==> src/rtl/etapa_id_ex_pkg.sv <==
// mips_defs: shared definitions for the MIPS pipeline stages.
//   CTRL_W            width of the decoded control bus
//   CTRL_* indices    bit positions inside the control bus
//   REG_W, REG_ZERO   register-specifier width and the hard-wired $0
//   wbHits()          true when a WB write targets a given read register
package mips_defs;

   localparam int CTRL_W        = 8;
   localparam int CTRL_REGWRITE = 0;
   localparam int CTRL_MEMREAD  = 1;
   localparam int CTRL_MEMWRITE = 2;
   localparam int CTRL_MEMTOREG = 3;
   localparam int CTRL_ALUSRC   = 4;
   localparam int CTRL_REGDST   = 5;
   localparam int CTRL_ALUOP    = 6;   // LSB of the 2-bit ALUOp field
   localparam int ALUOP_W       = 2;

   localparam int         REG_W    = 5;
   localparam logic [4:0] REG_ZERO = 5'd0;

   // $0 is never forwarded: writes to it are discarded by the register file.
   function automatic logic wbHits(input logic we,
                                   input logic [REG_W-1:0] wreg,
                                   input logic [REG_W-1:0] rreg);
      return we && (wreg != REG_ZERO) && (wreg == rreg);
   endfunction

endpackage

==> src/rtl/etapa_id_ex_unidad_riesgos.sv <==
// unidad_riesgos: load-use hazard detector.
//   idValid, idRs, idRt   instruction currently in ID
//   exValid, exMemRead    instruction in EX is a real load
//   exRt                  load destination
//   stall                 hold PC and IF/ID for one cycle (combinational)
// The comparison against rt is made even when the ID instruction does not
// read rt; this costs an occasional needless bubble but keeps decode simple.
module unidad_riesgos
   import mips_defs::*;
(
   input  logic             idValid,
   input  logic [REG_W-1:0] idRs,
   input  logic [REG_W-1:0] idRt,
   input  logic             exValid,
   input  logic             exMemRead,
   input  logic [REG_W-1:0] exRt,
   output logic             stall
);

   assign stall = idValid && exValid && exMemRead && (exRt != REG_ZERO) &&
                  ((exRt == idRs) || (exRt == idRt));

endmodule

==> src/rtl/etapa_id_ex.sv <==
// etapa_id_ex: ID->EX pipeline register with WB->ID write-through bypass,
// load-use bubble insertion and branch flush.
//   clk, reset            clock; asynchronous active-high reset
//   id_*                  decoded instruction and register-file read data
//   wb_regwrite/wreg/wdata WB-stage register-file write, forwarded into ID
//   flush                 taken branch/jump in EX: kill the incoming slot
//   stall                 load-use hazard towards PC and IF/ID (combinational)
//   ex_*                  registered EX-stage fields (ex_ctrl is 0 in a bubble)
//   stall_count           saturating number of bubbles caused by stall
module etapa_id_ex #(
   parameter int DATA_W = 32,
   parameter int CTRL_W = 8,
   parameter int CNT_W  = 16
) (
   input  logic              clk,
   input  logic              reset,
   input  logic              id_valid,
   input  logic [CTRL_W-1:0] id_ctrl,
   input  logic [4:0]        id_rs,
   input  logic [4:0]        id_rt,
   input  logic [4:0]        id_rd,
   input  logic [DATA_W-1:0] id_imm,
   input  logic [DATA_W-1:0] id_rdata1,
   input  logic [DATA_W-1:0] id_rdata2,
   input  logic              wb_regwrite,
   input  logic [4:0]        wb_wreg,
   input  logic [DATA_W-1:0] wb_wdata,
   input  logic              flush,
   output logic              stall,
   output logic              ex_valid,
   output logic [CTRL_W-1:0] ex_ctrl,
   output logic [4:0]        ex_rs,
   output logic [4:0]        ex_rt,
   output logic [4:0]        ex_rd,
   output logic [DATA_W-1:0] ex_a,
   output logic [DATA_W-1:0] ex_b,
   output logic [DATA_W-1:0] ex_imm,
   output logic [CNT_W-1:0]  stall_count
);

   import mips_defs::*;

   logic              exValidReg;
   logic [CTRL_W-1:0] exCtrlReg;
   logic [REG_W-1:0]  exRsReg;
   logic [REG_W-1:0]  exRtReg;
   logic [REG_W-1:0]  exRdReg;
   logic [DATA_W-1:0] exAReg;
   logic [DATA_W-1:0] exBReg;
   logic [DATA_W-1:0] exImmReg;
   logic [CNT_W-1:0]  stallCountReg;
   logic              hazard;

   // Bypass: the register file writes on the same edge that captures ID/EX,
   // so a WB write to a source register this cycle is forwarded directly.
   logic [DATA_W-1:0] rdataArr [2];
   logic [REG_W-1:0]  srcReg   [2];
   logic [DATA_W-1:0] opnd     [2];

   assign rdataArr[0] = id_rdata1;
   assign rdataArr[1] = id_rdata2;
   assign srcReg[0]   = id_rs;
   assign srcReg[1]   = id_rt;

   generate
      for (genvar gi = 0; gi < 2; gi++) begin : gBypass
         assign opnd[gi] = wbHits(wb_regwrite, wb_wreg, srcReg[gi]) ? wb_wdata
                                                                    : rdataArr[gi];
      end
   endgenerate

   unidad_riesgos uRiesgos (
      .idValid   (id_valid),
      .idRs      (id_rs),
      .idRt      (id_rt),
      .exValid   (exValidReg),
      .exMemRead (exCtrlReg[CTRL_MEMREAD]),
      .exRt      (exRtReg),
      .stall     (hazard)
   );

   // Flush outranks stall: the instruction that caused the hazard is being
   // squashed anyway, so the bubble is not attributed to the load.
   always_ff @(posedge clk or posedge reset) begin
      if (reset) begin
         exValidReg    <= 1'b0;
         exCtrlReg     <= '0;
         exRsReg       <= '0;
         exRtReg       <= '0;
         exRdReg       <= '0;
         exAReg        <= '0;
         exBReg        <= '0;
         exImmReg      <= '0;
         stallCountReg <= '0;
      end else if (flush) begin
         exValidReg <= 1'b0;
         exCtrlReg  <= '0;
      end else if (hazard) begin
         exValidReg <= 1'b0;
         exCtrlReg  <= '0;
         if (stallCountReg != '1)
            stallCountReg <= stallCountReg + CNT_W'(1);
      end else begin
         exValidReg <= id_valid;
         exCtrlReg  <= id_valid ? id_ctrl : '0;
         exRsReg    <= id_rs;
         exRtReg    <= id_rt;
         exRdReg    <= id_rd;
         exImmReg   <= id_imm;
         exAReg     <= opnd[0];
         exBReg     <= opnd[1];
      end
   end

   assign stall       = hazard;
   assign ex_valid    = exValidReg;
   assign ex_ctrl     = exCtrlReg;
   assign ex_rs       = exRsReg;
   assign ex_rt       = exRtReg;
   assign ex_rd       = exRdReg;
   assign ex_a        = exAReg;
   assign ex_b        = exBReg;
   assign ex_imm      = exImmReg;
   assign stall_count = stallCountReg;

endmodule

==> config.mk <==
export PLATFORM = sky130hd
export DESIGN_NAME = etapa_id_ex
export DESIGN_NICKNAME = d
export VERILOG_FILES = /design/src/rtl/etapa_id_ex_pkg.sv /design/src/rtl/etapa_id_ex_unidad_riesgos.sv /design/src/rtl/etapa_id_ex.sv
export SDC_FILE = /design/constraint.sdc
export NUM_CORES = 1
export LEC_CHECK = 0
export CORE_MARGIN = 3
export CORE_UTILIZATION = 38
export DETAILED_ROUTE_END_ITERATION = 8
export GPL_TIMING_DRIVEN = 0
export PLACE_DENSITY = 0.77
export SLEW_MARGIN = 20
export SYNTH_ARGS = -nofsm -noshare
export SYNTH_HDL_FRONTEND = slang
export SYNTH_SLANG_ARGS = --single-unit
==> constraint.sdc <==
create_clock -name clk -period 4.75 [get_ports clk]
set_clock_uncertainty 0.2 [all_clocks]
set_input_delay 0.95 -clock clk [delete_from_list [all_inputs] [get_ports clk]]
set_output_delay 0.95 -clock clk [all_outputs]
set_load 0.02 [all_outputs]
======== After elaboration in Yosys (flattened, before gate mapping) ========
Cells that the tools add are included.
storage, ports and cells
  flip-flop bits (word level) ............. 136
  bits in latches ......................... 0
  bits in writable memories ............... 0
  memory bits (read-only) ................. 0
  input port bits ......................... 161
  output and inout bits ................... 137
  word-level logic and storage cells ...... 36
  memories kept ........................... 0
operators by class
  $add $sub $neg .......................... 1
  multiply operators ...................... 0
  divide/modulo/power cells ............... 0
  order comparisons ....................... 0
  equal/unequal tests ..................... 5
  shift operators ......................... 0
  mux-type cells .......................... 7
  bitwise gates (word level) .............. 2
  reductions and logical operators ........ 12
operators by type and width
  cell                     count
  $mux W32                 2
  $mux W8                  3
  $eq A5 B5 Y1             4
  $add A16 B1 Y16 const B  1
  $ne A16 B16 Y1 const B   1
  $reduce_bool A5 Y1       2
  $logic_and A1 B1 Y1      7
  $reduce_and A3 Y1        1
  $mux W1                  2
  $not A1 Y1               2
  $reduce_and A2 Y1        1
  $logic_or A1 B1 Y1       1

======== Longest topological paths before layout ========
  depth after elaboration ................. 6
  gate-level depth with buffers ........... 7
  mapped depth without buffers ............ 6

======== Modules after synthesis ========
From an unflattened synthesis, not the netlist that was laid out.
second synthesis, totals
  cell total of the unflattened synthesis .. 708
  area, all modules ....................... 6576.3 um^2
by module, submodules not included
  module          instances  cells an instance  area each (um^2)  sequential area each (um^2)
  etapa_id_ex     1          691                6447.4            3403.3
  unidad_riesgos  1          17                 128.9             0.0

======== Least setup slack after synthesis ========
OpenSTA, ideal clock, no wires.
  kind .................................... input-to-output
  from .................................... input port id_rs[4]
  to ...................................... output port stall
  data arrival time ....................... 1.942 ns
  required time ........................... 3.600 ns
  slack ................................... 1.658 ns
  stages on the path ...................... 5
  buffers on the path ..................... 1
  cells stage by stage .................... xnor2_1 -> nand3_1 -> o22a_1 -> clkbuf_1 -> nor2_1
on the way
  longest elaborated chain between the ends .. 3
ends and longest elaborated chain
  what                 line                              text
  start: declaration   etapa_id_ex.sv:19                 input logic [4:0] id_rs,
  $eq A5 B5 Y1         etapa_id_ex_unidad_riesgos.sv:21  ((exRt == idRs) || (exRt == idRt));
  $logic_or A1 B1 Y1   etapa_id_ex_unidad_riesgos.sv:21
  $logic_and A1 B1 Y1  etapa_id_ex_unidad_riesgos.sv:20  assign stall = idValid && exValid && exMemRead && (exRt != REG_ZERO) &&
  end: declaration     etapa_id_ex.sv:29                 output logic stall,
Every way passes these cells.

======== Final worst setup path ========
  from .................................... input port id_rs[0]
  to ...................................... output port stall
Same word-level chain as after synthesis.

==> flow_summary.json <==
{
  "die_area_sq_mm": 0.0193,
  "cp-startpoint": "id_rs[0]",
  "dpl_cell_area_sq_mm": 0.0100,
  "grt.overflow.total": 0,
  "grt_pass1_vias": 5459,
  "final_area_sq_mm": 0.0106,
  "io_buffers": 297,
  "drc": 0,
  "routed_wl_um": 19500,
  "crit_cells": 7,
  "setup_slack_ps": 488,
  "ys_ff_latch": 136,
  "crit_path_max_incr_delay_ps": 630,
  "n_antenna_cell": 0,
  "finalSetupViolCount": 0,
  "fin_cells": 989,
  "worstSetupPathType": "input pin to primary output",
  "synth_top_area_cell": "dfrtp_1",
  "synth.avg_cell_area_sq_um": 15.4,
  "rsz0062_at_grt": "no",
  "finalNetCount": 918,
  "clockRootBuffer": "clkbuf_16",
  "post-place-cells": 957,
  "vias": 4857,
  "max_freq_ghz": 0.235,
  "cts_buffers": 17,
  "wl_per_cell_um": 19.7,
  "worstHoldPathCells": 1,
  "grt_util_all_layers": 0.202,
  "path_cells": "clkdlybuf4s50_1, xnor2_1, nand3_1, o22a_1, clkbuf_1, nor2_1, clkdlybuf4s50_1",
  "hold_slack_ps": 284,
  "hold_violations": 0,
  "gp_congestion": 0.851,
  "worst_pin_slew_ps": 647,
  "dr.pass1.iters": 4,
  "antenna_found_initial": 0,
  "end_kind": "primary output",
  "start_kind": "input pin",
  "grt_pass1_wl_um": 31000,
  "power_density_mw_per_mm2": 325,
  "synth_area_leaders": "dfrtp_1 (51%), mux2_4 (16%), mux2_2 (13%), mux2_1 (5.0%), xnor2_1 (2.9%)",
  "p_leak_nw": 4.45,
  "cts_repair_resize_count": 0,
  "reg2reg_depth": 6,
  "critPathMaxFanout": 10,
  "die_x_um": 139,
  "clk_pin_slew_ps": 60,
  "drt_iter0_markers": 128,
  "initial_core_util": 0.396,
  "cts.sinks": 136,
  "critPathBufInv": 3,
  "yosysWarnings": 0,
  "synthCells": 436,
  "clockBufferDepth": 2,
  "grt_max_degree": 35,
  "worst_path_max_delay_cell": "clkdlybuf4s50_1",
  "ios": 298,
  "cts_max_level": 4,
  "crit_top_cell": "clkdlybuf4s50_1",
  "final_layout_size_suffix_gt1_frac": 0.273,
  "antenna_left": 0,
  "synth_top_cell_area_share": 0.508,
  "syn_nets": 598,
  "seq_area_frac_synth": 0.508,
  "dieHeight_um": 139,
  "crit_family": "buffers and inverters",
  "synth_area_sq_mm": 0.00670,
  "cts_setup_buffers": 0,
  "status": "complete, no violations",
  "clk_latency_ps": 420,
  "drv_cap": 0,
  "crit_arrival_ps": 3110,
  "postCtsHoldBufs": 0,
  "fin_crit_sh": 0.897,
  "synth_cell_types": 37,
  "ir_worst_vdd_mv": 0.229,
  "vias_per_cell": 4.91,
  "tns_ps": 0,
  "pre_cts_slack_ps": 481,
  "dpl.hpwl_um": 14800,
  "slew-limit-headroom": 0.563,
  "min_from": "ex_imm[30]",
  "area_growth_pct": 58.6,
  "num_rows": 47,
  "hold_path_class": "flop to flop",
  "period_needed_ps": 4260,
  "tritoncts": "done",
  "worstPathRequired_ps": 3600,
  "core_sq_mm": 0.0169,
  "r2r-start": "ex_rt[0]",
  "maxSlewViolCount": 0
}
-- final cells by class --
| type | count | area, sq um |
|---|---|---|
| sequential | 136 | 3400 |
| clock buffer | 17 | 425 |
| buffer | 21 | 275 |
| multi-input combinational | 276 | 3010 |
| tap | 220 | 275 |
| fill | 1316 | 6310 |
| timing repair buffer | 301 | 3050 |
| clock inverter | 15 | 166 |
| inverter | 3 | 15.0 |
-- power by group --
group	switching, mW	total [mW]	internal (mW)
Clock	0.538	1.32	0.782
Sequential	0.0635	1.33	1.26
Combinational	0.334	0.806	0.472
Total	0.935	3.45	2.52
-- metrics by stage --
step           total power, mW   util
2_1_floorplan             1.72      -
3_3_place_gp              2.13  0.588
3_5_place_dp              2.16  0.592
4_1_cts                   3.50  0.627
5_1_grt                   3.60  0.627
6_report                  3.45  0.627
-- layer usage --
metal | wire length [um] | track usage | up-vias | part of all wire
met3 | 1720 | 0.0828 | 18 | 0.088
met2 | 9960 | 0.349 | 211 | 0.51
li1 | - | - | 2206 | -
met1 | 7530 | 0.231 | 2422 | 0.39
met4 | 247 | 0.0587 | 0 | 0.013
met5 | 0 | 0 | - | 0
-- synth_stat cells (all sizes together) --
cell and instances:
xnor2 22, mux2 176, nor2 6, inv 3
or2 1, o41ai 1, nor3 3, buf 19
o21a 1, nor4 8, and4 1, nand3 10
ha 1, o2111ai 1, or4 3, o22a 1
nand2 6, nand4 7, o22ai 1, and2 8
xor2 13, or4b 1, clkbuf 2, and3 2
o311ai 1, nor4bb 1, o211a 1, dfrtp 136
-- path summary, 6_finish.rpt --
kind	to	slack, ps
worst max-delay path	stall	490
worst min-delay path	ex_imm[30]	280
worst max register to register	ex_rd[1]	2240
worst min register to register	ex_imm[30]	280
max in group asynchronous	ex_b[5]	2670
min in group asynchronous	ex_a[25]	720
-- state kept, by name (all words and copies together), names as in the netlist --
register / count
ex_a: 32
ex_b: 32
ex_imm: 32
stall_count: 16
ex_ctrl: 8
ex_rd: 5
ex_rs: 5
ex_rt: 5
ex_valid: 1
-- layout by cell type (no fill, tap or decap), drive strengths merged --
cell type | Yosys | layout
and2 | 8 | 8
and3 | 2 | 2
and4 | 1 | 1
buf | 19 | 23
bufinv | 0 | 2
clkbuf | 2 | 19
clkdlybuf4s50 | 0 | 297
clkinv | 0 | 2
clkinvlp | 0 | 7
dfrtp | 136 | 136
ha | 1 | 1
inv | 3 | 7
mux2 | 176 | 176
nand2 | 6 | 6
nand3 | 10 | 10
nand4 | 7 | 7
nor2 | 6 | 6
nor3 | 3 | 3
nor4 | 8 | 8
nor4bb | 1 | 1
o2111ai | 1 | 1
o211a | 1 | 1
o21a | 1 | 1
o22a | 1 | 1
o22ai | 1 | 1
o311ai | 1 | 1
o41ai | 1 | 1
or2 | 1 | 1
or4 | 3 | 3
or4b | 1 | 1
xnor2 | 22 | 22
xor2 | 13 | 13
-- cells by family (layout without fill, tap and decap cells) --
kind of cell               count (synthesis)  count (layout)  share of synthesized area
muxes                                    176             176                      0.336
AOI/OAI and AO/OA                          7               7                    0.00990
adders and majority gates                  1               1                    0.00187
xor gates and xnor gates                  35              35                     0.0458
and+or+nand+nor                           57              57                     0.0560
DFF                                      136             136                      0.508
buffers and inverters                     24             357                     0.0428
Power figures use the tool's default switching activity.
